==> config.mk <==
export PLATFORM = sky130hd
export DESIGN_NAME = cic_interp_lite
export DESIGN_NICKNAME = d
export VERILOG_FILES = /design/src/rtl/cic_pkg.sv /design/src/rtl/cic_comb2.sv /design/src/rtl/cic_interp_lite.sv
export SDC_FILE = /design/constraint.sdc
export NUM_CORES = 1
export LEC_CHECK = 0
export CORE_ASPECT_RATIO = 0.75
export CORE_MARGIN = 2
export CORE_UTILIZATION = 56
export DETAILED_ROUTE_END_ITERATION = 6
export HOLD_SLACK_MARGIN = 0.08
export PLACE_DENSITY = 0.74
export SYNTH_ARGS = -nofsm -noshare
export SYNTH_HDL_FRONTEND = slang
export SYNTH_SLANG_ARGS = --single-unit
==> constraint.sdc <==
create_clock -name CLK -period 6.95 [get_ports CLK]
set_input_delay 0.695 -clock CLK [delete_from_list [all_inputs] [get_ports CLK]]
set_output_delay 0.695 -clock CLK [all_outputs]
set_load 0.03 [all_outputs]
==> src/rtl/cic_pkg.sv <==
// Shared CIC constants: default geometry for the interpolator/decimator pair
// and helpers giving the saturation bounds of a signed output word.
package cic_pkg;

    localparam int CIC_WIDTH   = 24;
    localparam int CIC_INTERP  = 64;
    localparam int CIC_IN_BITS = 16;
    localparam int CIC_BITS    = 8;
    localparam int CIC_SHIFT   = 14;

    // Largest value representable in a signed word of the given width
    function automatic int sat_hi(input int bits);
        return (1 <<< (bits - 1)) - 1;
    endfunction

    // Smallest value representable in a signed word of the given width
    function automatic int sat_lo(input int bits);
        return -(1 <<< (bits - 1));
    endfunction

endpackage

==> src/rtl/cic_comb2.sv <==
// Two-stage low-rate comb (differential delay 1). The difference outputs are
// combinational on the current sample; the delay registers advance only when
// i_en marks a consumed low-rate sample.
module cic_comb2 import cic_pkg::*; #(
    parameter int WIDTH = CIC_WIDTH
) (
    input  logic                    i_clk,
    input  logic                    i_rst,
    input  logic                    i_en,
    input  logic signed [WIDTH-1:0] i_s,
    output logic signed [WIDTH-1:0] o_c2
);

    logic signed [WIDTH-1:0] r_s_del;
    logic signed [WIDTH-1:0] r_c1_del;
    logic signed [WIDTH-1:0] w_c1;

    assign w_c1 = i_s - r_s_del;
    assign o_c2 = w_c1 - r_c1_del;

    // Advance both comb delay lines once per consumed low-rate sample
    always_ff @(posedge i_clk or posedge i_rst) begin
        if (i_rst) begin
            r_s_del  <= '0;
            r_c1_del <= '0;
        end else if (i_en) begin
            r_s_del  <= i_s;
            r_c1_del <= w_c1;
        end
    end

endmodule

==> src/rtl/cic_interp_lite.sv <==
// Two-stage CIC interpolator: one-word input holding register, low-rate comb,
// zero stuffing by the phase counter, two high-rate integrators and a
// shifted, saturated output register. in_tick paces the high-rate side.
module cic_interp_lite import cic_pkg::*; #(
    parameter int WIDTH   = CIC_WIDTH,
    parameter int INTERP  = CIC_INTERP,
    parameter int IN_BITS = CIC_IN_BITS,
    parameter int BITS    = CIC_BITS,
    parameter int SHIFT   = CIC_SHIFT
) (
    input  logic                      CLK,
    input  logic                      RST,
    input  logic                      in_valid,
    input  logic signed [IN_BITS-1:0] x_in,
    output logic                      in_ready,
    input  logic                      in_tick,
    output logic signed [BITS-1:0]    x_out,
    output logic                      out_tick,
    output logic                      underrun
);

    localparam logic [7:0]              PHASE_LAST = 8'(INTERP - 1);
    localparam logic signed [WIDTH-1:0] OUT_MAX    = WIDTH'(sat_hi(BITS));
    localparam logic signed [WIDTH-1:0] OUT_MIN    = WIDTH'(sat_lo(BITS));

    logic [7:0]                r_phase;
    logic                      r_hold_full;
    logic signed [IN_BITS-1:0] r_hold_data;
    logic signed [WIDTH-1:0]   r_integ1;
    logic signed [WIDTH-1:0]   r_integ2;

    logic                      w_xfer;
    logic                      w_phase0;
    logic                      w_consume;
    logic signed [WIDTH-1:0]   w_s;
    logic signed [WIDTH-1:0]   w_c2;
    logic signed [WIDTH-1:0]   w_stuffed;

    // Scale the second integrator down to the output word and clamp it
    function automatic logic signed [BITS-1:0] sat_out(input logic signed [WIDTH-1:0] v);
        logic signed [WIDTH-1:0] sh;
        sh = v >>> SHIFT;
        if (sh > OUT_MAX)
            return OUT_MAX[BITS-1:0];
        else if (sh < OUT_MIN)
            return OUT_MIN[BITS-1:0];
        else
            return sh[BITS-1:0];
    endfunction

    assign in_ready  = ~r_hold_full;
    assign w_xfer    = in_valid && in_ready;
    assign w_phase0  = (r_phase == 8'd0);
    assign w_consume = in_tick && w_phase0;
    // An empty holding register feeds zero into the comb; a word arriving in
    // the same cycle is not bypassed and waits for the next phase 0.
    assign w_s       = r_hold_full ? WIDTH'(r_hold_data) : '0;
    assign w_stuffed = w_phase0 ? w_c2 : '0;

    cic_comb2 #(
        .WIDTH (WIDTH)
    ) u_comb (
        .i_clk (CLK),
        .i_rst (RST),
        .i_en  (w_consume),
        .i_s   (w_s),
        .o_c2  (w_c2)
    );

    // Phase counter: one step per high-rate tick, wrapping at INTERP-1
    always_ff @(posedge CLK or posedge RST) begin
        if (RST)
            r_phase <= '0;
        else if (in_tick)
            r_phase <= (r_phase == PHASE_LAST) ? 8'd0 : r_phase + 8'd1;
    end

    // Holding register: filled by the handshake, emptied by a phase-0 consume
    always_ff @(posedge CLK or posedge RST) begin
        if (RST) begin
            r_hold_full <= 1'b0;
            r_hold_data <= '0;
        end else begin
            if (w_consume && r_hold_full)
                r_hold_full <= 1'b0;
            if (w_xfer) begin
                r_hold_data <= x_in;
                r_hold_full <= 1'b1;
            end
        end
    end

    // Sticky underrun: a consume found the holding register empty
    always_ff @(posedge CLK or posedge RST) begin
        if (RST)
            underrun <= 1'b0;
        else if (w_consume && !r_hold_full)
            underrun <= 1'b1;
    end

    // High-rate integrators and output register, all using pre-update values
    always_ff @(posedge CLK or posedge RST) begin
        if (RST) begin
            r_integ1 <= '0;
            r_integ2 <= '0;
            x_out    <= '0;
            out_tick <= 1'b0;
        end else begin
            out_tick <= in_tick;
            if (in_tick) begin
                r_integ1 <= r_integ1 + w_stuffed;
                r_integ2 <= r_integ2 + r_integ1;
                x_out    <= sat_out(r_integ2);
            end
        end
    end

endmodule

---- After elaboration in Yosys (flattened, before gate mapping) ----
Index checks and enable logic that the tools add are counted.
operators by class
  $lt $le $gt $ge ......................... 2
  add/sub/neg operators ................... 5
  reduce and logical (&&, ||, !) cells .... 7
  bitwise logic cells ..................... 1
  mux-type cells .......................... 7
  equal/unequal tests ..................... 1
operators by type and width
  cell                                                                            number
  24-bit adder                                                                    2
  24-bit 2-to-1 mux                                                               2
  24-bit subtractor                                                               2
  8-bit 2-to-1 mux                                                                3
  10-bit by 8-bit > comparator with 1-bit output (second input constant)          1
  10-bit by 8-bit less-than comparator with 1-bit output (second input constant)  1
  8-bit by 1-bit adder with 8-bit output (second input constant)                  1
  8-bit by 6-bit equality test with 1-bit output (second input constant)          1
  8-bit zero test                                                                 1
  1-bit logical AND                                                               4
  1-bit 2-to-1 mux                                                                2
  2-bit nonzero test                                                              1
  1-bit zero test                                                                 1
  1-bit inverter                                                                  1
word-level totals
  register bits ........................... 131
  output and inout bits ................... 11

---- Logic depth before layout (Yosys ltp) ----
Gate-level depths: netlist of run 1.
  word-level depth ........................ 5
  gate-level depth with buffers ........... 32
  gate-level depth less buffers ........... 31

---- Hierarchy ----
A second synthesis of run 1 with hierarchy kept.
second synthesis, totals
  cells, all modules ...................... 1,188
  area, all modules ....................... 10,309.9 um^2
modules (own cells, without submodules)
  module           instances  cells each  area each (um^2)
  cic_interp_lite  1          656         6,018.3
  cic_comb2        1          532         4,291.6

---- Worst setup path before layout of run 1 ----
OpenSTA, ideal clock, no wires.
  kind .................................... reg2reg
  start point ............................. register r_hold_full
  end point ............................... register r_integ1[23]
  data required time ...................... 6,881 ps
  path buffers ............................ 1
  slack ................................... 1,127 ps
  setup time .............................. 69 ps
  data arrival time ....................... 5,754 ps
  cell stages (with the launch flop) ...... 32
  cell sequence ........................... dfrtp_1 > clkbuf_1 > nand2_1 > ha_1 > fa_1 > nor2b_1 > o21ai_0 > nand2b_1 > a21o_1 > a21oi_1 > o21bai_1 > a21oi_1 > xnor2_1 > ha_1 > a21oi_1 > nand2b_1 > a21o_1 > a21o_1 > a21oi_1 > xor2_1 > nor2_1 > ha_1 > a21oi_1 > o2111a_1 > o21ai_2 > a31oi_4 > o31ai_2 > a31o_4 > or4_4 > a211oi_1 > nor2_1 > nand3_1
on the way
  cells in the longest elaborated chain, start to end .. 5
RTL lines
  what                      line                    RTL
  start, declared           cic_interp_lite.sv:27   logic r_hold_full;
  start signal, assigned    cic_interp_lite.sv:81   r_hold_full <= 1'b0;
  start signal, assigned    cic_interp_lite.sv:85   r_hold_full <= 1'b0;
  start signal, assigned    cic_interp_lite.sv:88   r_hold_full <= 1'b1;
  24-bit 2-to-1 mux         cic_interp_lite.sv:57   assign w_s = r_hold_full ? WIDTH'(r_hold_data) : '0;
  24-bit subtractor         cic_comb2.sv:18         assign w_c1 = i_s - r_s_del;
  named net u_comb.w_c1[8]  cic_comb2.sv:16         logic signed [WIDTH-1:0] w_c1;
  24-bit subtractor         cic_comb2.sv:19         assign o_c2 = w_c1 - r_c1_del;
  24-bit 2-to-1 mux         cic_interp_lite.sv:58   assign w_stuffed = w_phase0 ? w_c2 : '0;
  24-bit adder              cic_interp_lite.sv:111  r_integ1 <= r_integ1 + w_stuffed;
  end signal, assigned      cic_interp_lite.sv:111
  end, declared             cic_interp_lite.sv:29   logic signed [WIDTH-1:0] r_integ1;
The timed path passes the listed nets, and every way through them passes these cells.
A chain may end at the register's enable or synchronous reset.

---- Final worst setup path of run 1 ----
Ends and elaborated chain as after synthesis.

==> out/qor.yml, run 1 <==
final.min_clock_period_ps: 6350
synth_fp_nets: 1079
setup_viol: 0
worst-r2r-cell-count: 29
h_tree_lvl_count: 4
cts.sinks: 123
die_h_um: 113
met1_usage_pct: 30.5
min_delay_worst_endpoint: "underrun$_DFFE_PP0P_"
number_of_buffers_on_the_longest_clock_path: 2
wire_length_of_the_first_global_routing_pass_um: 30400
cts_made_buffers: 17
postSynthAreaPerCell_um2: 9.19
detail-route-antenna-nets: 0
timing.critical_path.to_type: "flop"
max_freq_ghz: 0.158
slowest_cell_on_the_critical_path: "dfrtp_2"
fill_cells: 1276
gr-total-overflow: 0
cp_max_fo: 19
synth_seq_cells: 123
port_buffers: 30
hold_path.startpoint: "underrun$_DFFE_PP0P_"
grt_util_all_layers_pct: 21.9
critical_path.reg2reg.endpoint: "r_integ1[23]$_DFFE_PP0P_"
fin_setup_tns_ps: 0
synth_edf_count: 0
top_level_ports: 31
grt_antenna_before_repair: 1
final-hold-violation-count: 0
drtPass1Iterations: 5
layout.nets: 1109
met2_usage_in_global_routing_pct: 35.0
synth.cell_area_um2: 8900
synth-main-ff-cell: "dfrtp_1"
cpPeakStageDelay_ps: 530
timing.critical_path.from_type: "flop"
grt_max_degree: 69
drc: 0
timing.reg2reg.setup_slack_ps: 600
die_area_um2: 16900
hold_class: "reg2reg"
worst_clock_skew_ps: 10.2
floorplan.initialDensity_pct: 57.9
critical_path_arrival_ps: 6700
drive_above_1_share_pct: 11.6
clk_pin_slew_ps: 60
category_of_the_critical_setup_timing_path: "reg2reg"
synthCells: 968
die_x_um: 150
run_status: "finished, final reports clean"
final_min_period_over_clock_period_pct: 91.3
grt_setup_unrepaired: "no"
global_route.peak_usage_layer: "met2"
drt_iter0_markers: 345
asyncSetResetFlopFracSynth_pct: 100
finalWirelength_um: 17400
cts_tree: "yes"
netlist-cell-type-count: 73
grt.met3_usage_pct: 4.56
first_global_vias: 6658
vias: 6912
clock-root-buffer: "clkbuf_16"
detail_route.wl_per_cell_um: 14.3
viasPerCell: 5.68
worst_ep_required_time_ps: 7310
area_delta_synth_final_pct: 12.3
floorplan.core_area_um2: 15400
synth_seq_area_share_pct: 34.6
worst_r2r_startpoint: "r_hold_full$_DFFE_PP0P_"
clk_latency_ps: 430
whs_path_depth: 1
rows: 39
timing.slew.headroom_pct: 29.8
ys.warnings.count: 0
place_congestion: 0.868
maxSlewViolCount: 0
dpl.hpwl_um: 12600
cts_hold_buffers: 0
worst_slew_pin_slew_ps: 1050
max_cap_viol_count: 0
[cell usage in the layout, fill, tap and decap left out, types with 4 or more instances in the layout]
cell type and instances:
xor2_1 18, clkinv_4 4, o31ai_1 10, a41oi_1 4, a31oi_1 4, nand2b_1 14, nor2_1 67, clkbuf_16 17
o21a_1 8, clkdlybuf4s50_1 29, xnor2_1 48, mux2i_1 4, a21oi_1 51, buf_4 5, and2_1 15, a21boi_0 6
o21ai_0 71, or3_1 4, clkinvlp_4 5, a211oi_1 13, nand3_1 13, inv_1 73, o21ai_1 7, ha_1 87
mux2_2 52, nand2_1 84, a21o_1 32, dfrtp_1 122, or2_2 6, nor2b_1 14, o211ai_1 7, nor3_1 18
and3_1 12, o21bai_1 8, fa_1 4
[final cells by class]
class	count	area (µm²)	share of cell area, %
Antenna cell	1	2.50	0.0250
Clock buffer	19	443	4.43
Clock inverter	13	121	1.21
Inverter	75	284	2.84
Multi-Input combinational cell	746	5470	54.8
Sequential cell	123	3080	30.8
Tap cell	205	256	2.57
Timing Repair Buffer	35	333	3.33
[critical path: cells and delay by family, from the launching register on]
| kind | cells | cell delay, ps |
|---|---|---|
| AOI/OAI and AO/OA | 15 | 2920 |
| adders and majority gates | 4 | 1310 |
| and+or+nand+nor | 8 | 1120 |
| DFF | 1 | 530 |
| xor gates and xnor gates | 2 | 390 |
[synthesized netlist by cell type (4+ instances only)]
master    number  area, µm²
nand2_1       84        315
and3_1        12       75.1
dfrtp_1      123       3080
a41oi_1        4       35.0
xor2_1        18        158
clkbuf_1      18       67.6
or3_1          4       25.0
a31oi_1        4       25.0
o21ai_1        7       35.0
fa_1           4       80.1
o31ai_1       10       75.1
a21o_1        32        240
nor2b_1       14       87.6
o21ai_0       71        355
nor3_1        18       90.1
nand2b_1      14       87.6
mux2i_1        4       40.0
a211oi_1      13       97.6
o211ai_1       7       52.6
or2_2          6       37.5
o21a_1         8       60.1
and2_1        15       93.8
xnor2_1       48        420
a21boi_0       6       45.0
ha_1          87       1090
nor2_1        68        255
o21bai_1       9       67.6
mux2_2        52        586
buf_1          5       18.8
a21oi_1       52        260
nand3_1       13       65.1
inv_1         74        278
[metal layers]
layer  wire, µm  share of wire (%)
met5          0                  0
met4        131               0.75
met3        568                3.3
met2       7920                 45
met1       8820                 51
[worst max-delay path by stage]
stage                     slack (ps)                  endpoint  depth (start not counted)               startpoint
after floorplan                 1130  r_integ1[23]$_DFFE_PP0P_                         31  r_hold_full$_DFFE_PP0P_
after global routing              70  r_integ1[23]$_DFFE_PP0P_                         30  r_hold_full$_DFFE_PP0P_
after detailed placement         410  r_integ1[23]$_DFFE_PP0P_                         29  r_hold_full$_DFFE_PP0P_
after CTS                        360  r_integ1[23]$_DFFE_PP0P_                         29  r_hold_full$_DFFE_PP0P_
after global placement           600  r_integ1[23]$_DFFE_PP0P_                         30  r_hold_full$_DFFE_PP0P_
final                            600  r_integ1[23]$_DFFE_PP0P_                         29  r_hold_full$_DFFE_PP0P_
[stage by stage]
| step | worst slack, ps | hold slack (ps) | instance area, µm² | utilization (%) | std cells |
|---|---|---|---|---|---|
| finish | 602 | 451 | 9990 | 65.0 | 1217 |
| global route | 71.2 | 466 | 9990 | 65.0 | 1216 |
| CTS | 363 | 458 | 9970 | 64.9 | 1216 |
| detailed placement | 409 | 445 | 9410 | 61.2 | 1184 |
| global placement | 602 | 441 | 9410 | 61.2 | 1184 |
| floorplan | 1130 | 454 | 8900 | - | 968 |
[kinds of logic after synthesis]
| family | share of synthesized area, % |
|---|---|
| flip-flops | 34.6 |
| buffers and inverters | 4.19 |
| multiplexers | 7.03 |
| adder cells (fa/ha/maj) | 13.1 |
| AND/OR/NAND/NOR | 14.4 |
| XOR/XNOR | 6.50 |
| AO/OA/AOI/OAI | 20.1 |
[flip-flops by register name, indices dropped and copies added, names as in the netlist]
register	flops
out_tick	1
r_hold_data	16
r_hold_full	1
r_integ1	24
r_integ2	24
r_phase	8
u_comb.r_c1_del	24
u_comb.r_s_del	16
underrun	1
x_out	8
[timing repair]
action | CTS | global route
setup endpoints to repair | 0 | 4
endpoints found under the hold margin | 0 | 0
gates resized for setup | 0 | 4
buffers inserted | 0 | 0
Power of run 1 is not shown: default switching activity piles up to over one toggle a cycle in this logic, so the estimate is an artifact.
==> inputs of run 2 (changes only) <==
--- a/config.mk
+++ b/config.mk
@@ -7,10 +7,11 @@
 export LEC_CHECK = 0
 export CORE_ASPECT_RATIO = 0.75
 export CORE_MARGIN = 2
-export CORE_UTILIZATION = 56
+export CORE_UTILIZATION = 48
 export DETAILED_ROUTE_END_ITERATION = 6
 export HOLD_SLACK_MARGIN = 0.08
-export PLACE_DENSITY = 0.74
+export MAX_ROUTING_LAYER = met4
+export PLACE_DENSITY = 0.65
 export SYNTH_ARGS = -nofsm -noshare
 export SYNTH_HDL_FRONTEND = slang
 export SYNTH_SLANG_ARGS = --single-unit
==> run 2 against run 1 <==
Compared with the run above: final area up 0.78%; routed wire length up 0.88%; sequential share of layout area down 0.25 points; hold slack better by 7.4 ps; first-iteration DRC count up 27%; cell count up 3.5%; global-route usage down 2.3 points; count of clock-buffer cells in the layout down 1; setup slack better by 43 ps; critical path depth up 1; sequential cell count unchanged; highest routed layer unchanged.
==> out/qor.yml, run 2 (synthesized netlist as in run 1, its figures left out) <==
fin_setup_tns_ps: 0  # unchanged
final-hold-violation-count: 0  # unchanged
place_congestion: 0.840  # -3.2%
floorplan.core_area_um2: 18300  # +19%
postCtsResizedCells: 0  # unchanged
finalInstanceArea_um2: 10100  # +0.78%
timing.critical_path.to_type: "flop"
clk_latency_ps: 430  # about the same
vias: 6859  # -0.77%
viasPerCell: 5.45  # -4.1%
run_status: "finished, final reports clean"
detail-route-antenna-nets: 0  # unchanged
drt_iter0_markers: 439  # +27%
cp_max_fo: 6  # -13
number_of_buffers_on_the_longest_clock_path: 2  # unchanged
cpPeakStageDelay_ps: 430  # -100 ps
finalWirelength_um: 17600  # +0.88%
critical_path_arrival_ps: 6660  # -40 ps
most-common-layout-cells: "dfrtp_1 (123), ha_1 (87), nand2_1 (84), inv_1 (73), o21ai_0 (71)"
worst-r2r-cell-count: 30  # +3.4%
cts.sinks: 123  # unchanged
floorplan.initialDensity_pct: 48.5  # -9.4 points
drc: 0  # unchanged
top_regs: "r_integ1 x24, r_integ2 x24, u_comb.r_c1_del x24"
die_h_um: 122  # +7.7%
slowest_cell_on_the_critical_path: "or4_4"
first_global_vias: 6390  # -4.0%
grt_util_all_layers_pct: 19.6  # -2.3 points
die_area_um2: 19700  # +16%
max_cap_viol_count: 0  # unchanged
number_of_setup_buffers_added_after_cts: 0  # unchanged
cts_hold_buffers: 0  # unchanged
top_level_ports: 31  # unchanged
clk_pin_slew_ps: 60  # about the same
rows: 43  # +10%
die_x_um: 161  # +7.8%
layout.nets: 1110  # +0.090%
final.min_clock_period_ps: 6310  # -42.5 ps
hold_class: "reg2reg"
grt_setup_unrepaired: "no"
grt_antenna_before_repair: 0  # -1
whs_path_depth: 1  # unchanged
wire_length_of_the_first_global_routing_pass_um: 30400  # about the same
cts_made_buffers: 17  # unchanged
timing.hold.ws_ps: 458  # +7.43 ps
maxSlewViolCount: 0  # unchanged
layout.cells.most_common: "dfrtp_1"
worst_r2r_startpoint: "r_hold_full$_DFFE_PP0P_"
final_min_period_over_clock_period_pct: 90.7  # -0.61 points
worst_ep_required_time_ps: 7300  # about the same
gr-total-overflow: 0  # unchanged
port_buffers: 30  # unchanged
hold_path.startpoint: "underrun$_DFFE_PP0P_"
h_tree_lvl_count: 4  # unchanged
placedInstanceArea_um2: 9470  # +0.64%
worst_slew_pin_slew_ps: 1030  # -20.1 ps
drive_above_1_share_pct: 11.3  # -0.31 points
timing.critical_path.from_type: "flop"
area_delta_synth_final_pct: 13.1
setup_viol: 0  # unchanged
max_freq_ghz: 0.159  # +0.67%
cts_tree: "yes"
detail_route.wl_per_cell_um: 14.0  # -2.5%
min_delay_worst_endpoint: "underrun$_DFFE_PP0P_"
critical_path.reg2reg.endpoint: "r_integ1[23]$_DFFE_PP0P_"
worst_clock_skew_ps: 10.8  # +0.608 ps
antennaDiodeCount: 0  # -1
grt_max_degree: 70  # +1.4%
drtPass1Iterations: 5  # unchanged
timing.reg2reg.setup_slack_ps: 640  # +40 ps
category_of_the_critical_setup_timing_path: "reg2reg"
dpl.hpwl_um: 12800  # +1.5%
clock-root-buffer: "clkbuf_16"
worst_path_most_repeated_cell: "a21oi_1"
timing.slew.headroom_pct: 31.2  # +1.3 points
[run 2: stage by stage]
step	cells	setup slack, ps	utilization [%]
floorplan	968	1130	-
global placement	1227	871	51.6
detailed placement	1227	693	51.6
CTS	1259	658	54.9
global route	1259	118	54.9
finish	1259	645	54.9
[run 2: worst max-delay path, delay by kind of cell, from the launching register on]
kind	cells	cell delay [ps]
AOI/OAI and AO/OA	16	3100
and+or+nand+nor	8	1030
xor gates and xnor gates	2	400
adders and majority gates	4	1280
DFF	1	410
[run 2: worst max path at each step]
stage                       startpoint                       end  slack (ps)  cells after the start
4_1_cts        r_hold_full$_DFFE_PP0P_  r_integ1[23]$_DFFE_PP0P_         660                     30
6_report       r_hold_full$_DFFE_PP0P_  r_integ1[23]$_DFFE_PP0P_         640                     30
3_5_place_dp   r_hold_full$_DFFE_PP0P_  r_integ1[23]$_DFFE_PP0P_         690                     29
5_1_grt        r_hold_full$_DFFE_PP0P_  r_integ1[23]$_DFFE_PP0P_         120                     30
2_1_floorplan  r_hold_full$_DFFE_PP0P_  r_integ1[23]$_DFFE_PP0P_        1130                     31
3_3_place_gp   r_hold_full$_DFFE_PP0P_  r_integ1[23]$_DFFE_PP0P_         870                     29
[run 2: routing by layer]
layer  up-vias  part of all wire, %  GRT usage, %
li1       3539                    -             -
met1      3221                   53          27.3
met2        80                   43          29.2
met3        19                  2.8          3.06
met4         0                  1.3          6.53
met5         -                    0             -
[run 2: layout make-up]
cell class | instances | area [µm²]
Clock buffer | 18 | 429
Clock inverter | 14 | 171
Fill cell | 1665 | 8280
Inverter | 75 | 284
Multi-Input combinational cell | 746 | 5460
Sequential cell | 123 | 3080
Tap cell | 247 | 309
Timing Repair Buffer | 36 | 340
Power of run 2 is left out for the same reason.
==> inputs of run 3 (changes only) <==
--- a/config.mk
+++ b/config.mk
@@ -9,7 +9,6 @@
 export CORE_MARGIN = 2
 export CORE_UTILIZATION = 48
 export DETAILED_ROUTE_END_ITERATION = 6
-export HOLD_SLACK_MARGIN = 0.08
 export MAX_ROUTING_LAYER = met4
 export PLACE_DENSITY = 0.65
 export SYNTH_ARGS = -nofsm -noshare
==> results of run 3 <==
Final layout, timing and power as in run 2 (identical DEF).
Power of run 3 is left out for the same reason.
